File: src/rtl/mem_access.sv
// mem_access: memory-access pipeline stage that sits after EX.
//
// Registers the EX results and runs every load or store over a req/ack
// data-RAM handshake. Load data is aligned by byte lane and then sign- or
// zero-extended. The write-back fields going to WB are registered. While an
// access is outstanding, stall_out holds the upstream pipeline.
//
// Handshake: ram_req is high for every cycle the FSM is in ACCESS. While
// ram_req is high, ram_addr, ram_we, ram_sel and ram_wdata stay stable. The
// access completes on the first rising edge where ram_ack is sampled high with
// ram_req high, and ram_rdata is taken on that same edge. ram_ack is ignored
// while ram_req is low. If no ack arrives within TIMEOUT-1 ACCESS cycles, the
// request is dropped and mem_err pulses for one cycle.
//
// Ports:
//   clk, rst (async, active-low)
//   EX side   : mem_read/write/sign_ext flags, mem_sel_in, mem_write_data_in,
//               result_in (address or ALU value), reg_write_*_in, current_pc_addr_in
//   stall_out : upstream must hold while high (== state is ACCESS)
//   RAM side  : ram_req, ram_we, ram_addr (word aligned), ram_sel, ram_wdata,
//               ram_ack, ram_rdata
//   WB side   : result_out, reg_write_en_out, reg_write_addr_out,
//               current_pc_addr_out
//   mem_err   : one-cycle pulse on access timeout
//   state_dbg : current FSM state (0 = IDLE, 1 = ACCESS)
module mem_access #(
  parameter int TIMEOUT = 16
) (
  input  logic        clk,
  input  logic        rst,
  input  logic        mem_read_flag_in,
  input  logic        mem_write_flag_in,
  input  logic        mem_sign_ext_flag_in,
  input  logic [3:0]  mem_sel_in,
  input  logic [31:0] mem_write_data_in,
  input  logic [31:0] result_in,
  input  logic        reg_write_en_in,
  input  logic [4:0]  reg_write_addr_in,
  input  logic [31:0] current_pc_addr_in,
  output logic        stall_out,
  output logic        ram_req,
  output logic        ram_we,
  output logic [31:0] ram_addr,
  output logic [3:0]  ram_sel,
  output logic [31:0] ram_wdata,
  input  logic        ram_ack,
  input  logic [31:0] ram_rdata,
  output logic [31:0] result_out,
  output logic        reg_write_en_out,
  output logic [4:0]  reg_write_addr_out,
  output logic [31:0] current_pc_addr_out,
  output logic        mem_err,
  output logic        state_dbg
);

  typedef enum logic {IDLE = 1'b0, ACCESS = 1'b1} state_t;

  localparam int CW = $clog2(TIMEOUT + 1);
  // Abort on the edge where the counter would step to TIMEOUT-1.
  localparam logic [CW-1:0] CNT_LAST = CW'(TIMEOUT - 2);

  state_t        state_q, state_d;
  logic [CW-1:0] cnt_q, cnt_d;
  logic [31:0]   addr_q, addr_d;
  logic [3:0]    sel_q, sel_d;
  logic [31:0]   wdata_q, wdata_d;
  logic          we_q, we_d;
  logic          sign_q, sign_d;
  logic          lrwe_q, lrwe_d;
  logic [4:0]    lrwa_q, lrwa_d;
  logic [31:0]   lpc_q, lpc_d;
  logic [31:0]   result_q, result_d;
  logic          rwe_out_q, rwe_out_d;
  logic [4:0]    rwa_out_q, rwa_out_d;
  logic [31:0]   pc_out_q, pc_out_d;
  logic          err_q, err_d;

  // Lane mask normalisation and store replication for the incoming op.
  logic [3:0]  sel_norm;
  logic [31:0] wdata_rep;
  always_comb begin
    sel_norm  = 4'b1111;
    wdata_rep = mem_write_data_in;
    case (mem_sel_in)
      4'b0001, 4'b0010, 4'b0100, 4'b1000: begin
        sel_norm  = mem_sel_in;
        wdata_rep = {4{mem_write_data_in[7:0]}};
      end
      4'b0011, 4'b1100: begin
        sel_norm  = mem_sel_in;
        wdata_rep = {2{mem_write_data_in[15:0]}};
      end
      default: begin
        sel_norm  = 4'b1111;
        wdata_rep = mem_write_data_in;
      end
    endcase
  end

  // Load alignment. sel_q is already normalised, so there are only seven shapes.
  logic [7:0]  lane_b;
  logic [15:0] lane_h;
  logic [31:0] load_val;
  always_comb begin
    lane_b   = ram_rdata[7:0];
    lane_h   = ram_rdata[15:0];
    load_val = ram_rdata;
    case (sel_q)
      4'b0001: lane_b = ram_rdata[7:0];
      4'b0010: lane_b = ram_rdata[15:8];
      4'b0100: lane_b = ram_rdata[23:16];
      4'b1000: lane_b = ram_rdata[31:24];
      4'b1100: lane_h = ram_rdata[31:16];
      default: lane_h = ram_rdata[15:0];
    endcase
    case (sel_q)
      4'b0001, 4'b0010, 4'b0100, 4'b1000:
        load_val = sign_q ? {{24{lane_b[7]}}, lane_b} : {24'h0, lane_b};
      4'b0011, 4'b1100:
        load_val = sign_q ? {{16{lane_h[15]}}, lane_h} : {16'h0, lane_h};
      default:
        load_val = ram_rdata;
    endcase
  end

  always_comb begin
    state_d   = state_q;
    cnt_d     = cnt_q;
    addr_d    = addr_q;
    sel_d     = sel_q;
    wdata_d   = wdata_q;
    we_d      = we_q;
    sign_d    = sign_q;
    lrwe_d    = lrwe_q;
    lrwa_d    = lrwa_q;
    lpc_d     = lpc_q;
    result_d  = result_q;
    rwe_out_d = rwe_out_q;
    rwa_out_d = rwa_out_q;
    pc_out_d  = pc_out_q;
    err_d     = 1'b0;
    case (state_q)
      IDLE: begin
        if (mem_read_flag_in || mem_write_flag_in) begin
          addr_d    = {result_in[31:2], 2'b00};
          sel_d     = sel_norm;
          wdata_d   = wdata_rep;
          we_d      = mem_write_flag_in;
          sign_d    = mem_sign_ext_flag_in;
          lrwe_d    = reg_write_en_in;
          lrwa_d    = reg_write_addr_in;
          lpc_d     = current_pc_addr_in;
          rwe_out_d = 1'b0;  // bubble into WB while the access runs
          cnt_d     = '0;
          state_d   = ACCESS;
        end else begin
          result_d  = result_in;
          rwe_out_d = reg_write_en_in;
          rwa_out_d = reg_write_addr_in;
          pc_out_d  = current_pc_addr_in;
        end
      end
      ACCESS: begin
        if (ram_ack) begin
          state_d   = IDLE;
          rwa_out_d = lrwa_q;
          pc_out_d  = lpc_q;
          if (we_q) begin
            rwe_out_d = 1'b0;
          end else begin
            rwe_out_d = lrwe_q;
            result_d  = load_val;
          end
        end else if (cnt_q == CNT_LAST) begin
          state_d   = IDLE;
          err_d     = 1'b1;
          rwe_out_d = 1'b0;
          result_d  = '0;
        end else begin
          cnt_d = cnt_q + CW'(1);
        end
      end
      default: state_d = IDLE;
    endcase
  end

  always_ff @(posedge clk or negedge rst) begin
    if (!rst) begin
      state_q   <= IDLE;
      cnt_q     <= '0;
      addr_q    <= '0;
      sel_q     <= '0;
      wdata_q   <= '0;
      we_q      <= 1'b0;
      sign_q    <= 1'b0;
      lrwe_q    <= 1'b0;
      lrwa_q    <= '0;
      lpc_q     <= '0;
      result_q  <= '0;
      rwe_out_q <= 1'b0;
      rwa_out_q <= '0;
      pc_out_q  <= '0;
      err_q     <= 1'b0;
    end else begin
      state_q   <= state_d;
      cnt_q     <= cnt_d;
      addr_q    <= addr_d;
      sel_q     <= sel_d;
      wdata_q   <= wdata_d;
      we_q      <= we_d;
      sign_q    <= sign_d;
      lrwe_q    <= lrwe_d;
      lrwa_q    <= lrwa_d;
      lpc_q     <= lpc_d;
      result_q  <= result_d;
      rwe_out_q <= rwe_out_d;
      rwa_out_q <= rwa_out_d;
      pc_out_q  <= pc_out_d;
      err_q     <= err_d;
    end
  end

  // stall_out and ram_req are decoded straight from the state register,
  // so both are registered signals with no extra flop.
  assign stall_out           = (state_q == ACCESS);
  assign ram_req             = (state_q == ACCESS);
  assign ram_we              = we_q;
  assign ram_addr            = addr_q;
  assign ram_sel             = sel_q;
  assign ram_wdata           = wdata_q;
  assign result_out          = result_q;
  assign reg_write_en_out    = rwe_out_q;
  assign reg_write_addr_out  = rwa_out_q;
  assign current_pc_addr_out = pc_out_q;
  assign mem_err             = err_q;
  assign state_dbg           = state_q;

endmodule

File: config.mk
export PLATFORM = sky130hd
export DESIGN_NAME = mem_access
export DESIGN_NICKNAME = d
export VERILOG_FILES = /design/src/rtl/mem_access.sv
export SDC_FILE = /design/constraint.sdc
export NUM_CORES = 1
export LEC_CHECK = 0
export CORE_MARGIN = 1.5
export CORE_UTILIZATION = 30
export DETAILED_ROUTE_END_ITERATION = 7
export DONT_BUFFER_PORTS = 1
export GPL_TIMING_DRIVEN = 0
export PLACE_DENSITY = 0.52
export SYNTH_ARGS = -nofsm -noshare
export SYNTH_HDL_FRONTEND = slang
export SYNTH_SLANG_ARGS = --single-unit
File: constraint.sdc
create_clock -name clk -period 4 [get_ports clk]
set_input_delay 0.2 -clock clk [delete_from_list [all_inputs] [get_ports clk]]
set_output_delay 0.2 -clock clk [all_outputs]
set_load 0.02 [all_outputs]
==> impl_metrics.yaml <==
floorplan:
  start_util: 0.303
  die_h_um: 176
  io_pins: 287
  die_area_sq_um: 30900
  fp.dieW_um: 176
  core_area_sq_um: 29600
  rows: 63
logic_synthesis:
  syn_area_sq_um: 8970
  synth_warnings: 0
  ys_top_cells_by_count: "nand2_1 (340), dfrtp_1 (183), o21ai_0 (103)"
  ys_dominant_reg_cell: "dfrtp_1"
  ys_ff_latch: 183
  ys_seq_area_frac: 0.511
  synth_most_common_cell: "nand2_1"
  synth_cell_types: 50
  synth_edf_count: 0
  synthTopCellsByArea: "dfrtp_1 (51%), nand2_1 (14%), mux2i_1 (5.9%)"
  yosysTopAreaCellShare: 0.511
  avgSynthCellArea_sq_um: 8.60
  syn-instance-count: 1043
  async_reset_ff_frac: 1.00
  yosysTopAreaCell: "dfrtp_1"
route:
  num_vias: 8116
  routedWlPerCell_um: 20.9
  post-route-drc-count: 0
  final_antenna_net_count: 0
  wirelength_um: 32900
  drt_iter0_drc: 466
  avgViaCountPerCell: 5.15
  drtPass1Iterations: 5
power:
  power_density_nw_per_um2: 711
  p_switching_mw: 3.68
  power_frac_clock: 0.219
  irDropWorstVdd_mv: 0.393
  p_seq_frac: 0.497
  swShare: 0.465
  p_leak_nw: 5.12
  intPower_mw: 4.24
  combPwrFrac: 0.284
sta:
  fin_crit_ps: 3010
  rsz0062_at_grt: "no"
  fin_worst_skew_ps: 16.6
  fmax_mhz: 332
  finalSetupViolations: 0
  drv_slew: 0
  tightest_slew_ps: 860
  layout_worst_path_cycle_share: 0.753
  final_hold_viol_count: 183
  whs_ps: -548
  setup_tns_ps: 0
  maxSlewHeadroom: 0.427
critical_path:
  r2r_start: "ram_req$_DFF_PN0_"
  critical_path.endpoint_type: "flop"
  crit_family: "compound AO/OA/AOI/OAI gates"
  start_kind: "flop"
  critical_path_buf_inv_count: 2
  r2r_end: "result_out[28]$_DFFE_PN0P_"
  crit_type: "reg -> reg"
  cp.required_ps: 4370
  max_stage_delay_ps: 630
  worstPathArrival_ps: 3380
  crit_path_top_delay_cell: "o22ai_1"
  reg2reg_setup_slack_ps: 990
  crit_fanout: 10
  ff2ff_path_depth: 6
  crit_chain: "clkbuf_1 > nand2_1 > o22ai_1 > clkbuf_1 > o21ai_0 > a31oi_2"
  crit_top_cell: "clkbuf_1"
placement:
  hpwlAfterDp_um: 23500
  gp_congestion: 0.867
  io_buffers: 0
grt:
  antenna_found_initial: 1
  grt_pass1_wl_um: 49800
  grt_pass1_vias: 8224
  overflow: 0
  grt_usage: 0.215
  grt_max_degree: 184
clock_tree:
  cts.sinks: 183
  root_buffer: "clkbuf_16"
  clockBufferDepth: 2
  post_cts.repair.setup_buffers: 0
  cts_tree: "done"
  clk_latency_ps: 450
  htree_levels: 4
  clk_pin_slew_ps: 70
  cts_resized: 0
  cts_made_buffers: 17
  hold_buffers: 109
status:
  failed_checks: "negative hold slack"
  status: "finished, violations left"
hold_path:
  hold_path_class: "in -> async"
cells_and_area:
  syn2layout_area_growth_pct: 24.2
  drive_above_1_share: 0.0481
  finalNetCount: 1318
flow_run:
  maxCapViolCount: 0
power groups by stage:
stage	Sequential [mW]	Clock [mW]	Combinational, mW
floorplan	3.71	0	1.62
global placement	3.96	0	2.09
detailed placement	3.97	0	2.15
CTS	3.94	1.78	2.25
global route	4.03	1.85	2.56
finish	3.93	1.74	2.25
stage by stage:
step	std cells	util	area (sq um)	worst slack (ps)	power, mW
final	1577	0.377	11100	987	7.92
after detailed placement	1434	0.320	9460	981	6.12
after global placement	1434	0.320	9460	1010	6.05
after global routing	1577	0.377	11100	784	8.44
after CTS	1575	0.377	11100	957	7.97
after floorplan	1044	-	8970	1900	5.34
placed cells by master, fill, tap and decap left out, types with 3 or more instances in the layout:
| cell | Yosys | layout |
|---|---|---|
| a21o_1 | 9 | 9 |
| a21oi_1 | 39 | 39 |
| a222oi_1 | 9 | 9 |
| a31oi_1 | 14 | 14 |
| a31oi_2 | 10 | 10 |
| a32oi_1 | 9 | 9 |
| and2_1 | 3 | 3 |
| and3_1 | 6 | 6 |
| buf_1 | 6 | 6 |
| buf_2 | 4 | 4 |
| buf_4 | 4 | 4 |
| clkbuf_1 | 60 | 61 |
| clkbuf_16 | 0 | 17 |
| dfrtp_1 | 183 | 183 |
| dlygate4sd3_1 | 0 | 109 |
| inv_1 | 12 | 12 |
| inv_6 | 0 | 3 |
| inv_8 | 0 | 5 |
| mux2i_1 | 53 | 53 |
| nand2_1 | 340 | 340 |
| nand2b_1 | 8 | 8 |
| nand3_1 | 5 | 5 |
| nor2_1 | 86 | 86 |
| nor2b_1 | 8 | 8 |
| nor3_1 | 6 | 6 |
| o211ai_1 | 7 | 7 |
| o21ai_0 | 103 | 103 |
| o221ai_1 | 9 | 9 |
| o22ai_1 | 9 | 9 |
| o31ai_1 | 8 | 8 |
| xor2_1 | 4 | 4 |
worst max-delay path by stage:
stage	from	to	slack, ps	cells after the start
3_3_place_gp	ram_req$_DFF_PN0_	ram_wdata[3]$_DFFE_PN0P_	1010	6
4_1_cts	ram_req$_DFF_PN0_	ram_addr[3]$_DFFE_PN0P_	960	6
5_1_grt	ram_req$_DFF_PN0_	ram_addr[31]$_DFFE_PN0P_	780	6
6_report	ram_req$_DFF_PN0_	result_out[28]$_DFFE_PN0P_	990	6
2_1_floorplan	ram_sel[0]$_DFFE_PN0P_	result_out[20]$_DFFE_PN0P_	1900	7
3_5_place_dp	ram_req$_DFF_PN0_	ram_addr[3]$_DFFE_PN0P_	980	6
area by class of cell:
| class | instances | area (sq um) |
|---|---|---|
| diodes | 2 | 5.00 |
| multi-input cells | 774 | 4040 |
| fillers | 3093 | 18400 |
| repair buffers | 109 | 1090 |
| clock inverters | 14 | 154 |
| well taps | 390 | 488 |
| plain buffers | 75 | 309 |
| inverters | 12 | 45.0 |
| flip-flops and latches | 183 | 4580 |
| clock buffers | 18 | 429 |
state kept, by name, indices dropped and copies added, names as in the netlist:
name,cells
current_pc_addr_out,32
lpc_q,32
ram_wdata,32
result_out,32
ram_addr,30
cnt_q,5
lrwa_q,5
reg_write_addr_out,5
ram_sel,4
lrwe_q,1
mem_err,1
ram_req,1
ram_we,1
reg_write_en_out,1
sign_q,1
metal layers:
metal  routed length [um]  track usage  share of wire  vias up
li1                     -            -              -     3795
met1                13700        0.262           0.41     3964
met2                15700        0.350           0.48      322
met3                 2970       0.0755          0.090       35
met4                  600       0.0780          0.018        0
met5                    0            0              0        -
logic make-up (layout without fill, tap and decap cells):
logic type,count (synthesis),count (layout),synth area share
AOI/OAI and AO/OA,234,234,0.166
xor gates and xnor gates,6,6,0.00586
adders and majority gates,2,2,0.00279
buffers and inverters,87,228,0.0395
DFF,183,183,0.511
muxes,54,54,0.0604
other,1,4,0.000418
and+or+nand+nor,476,476,0.214
(Power assumes the default switching activity.)
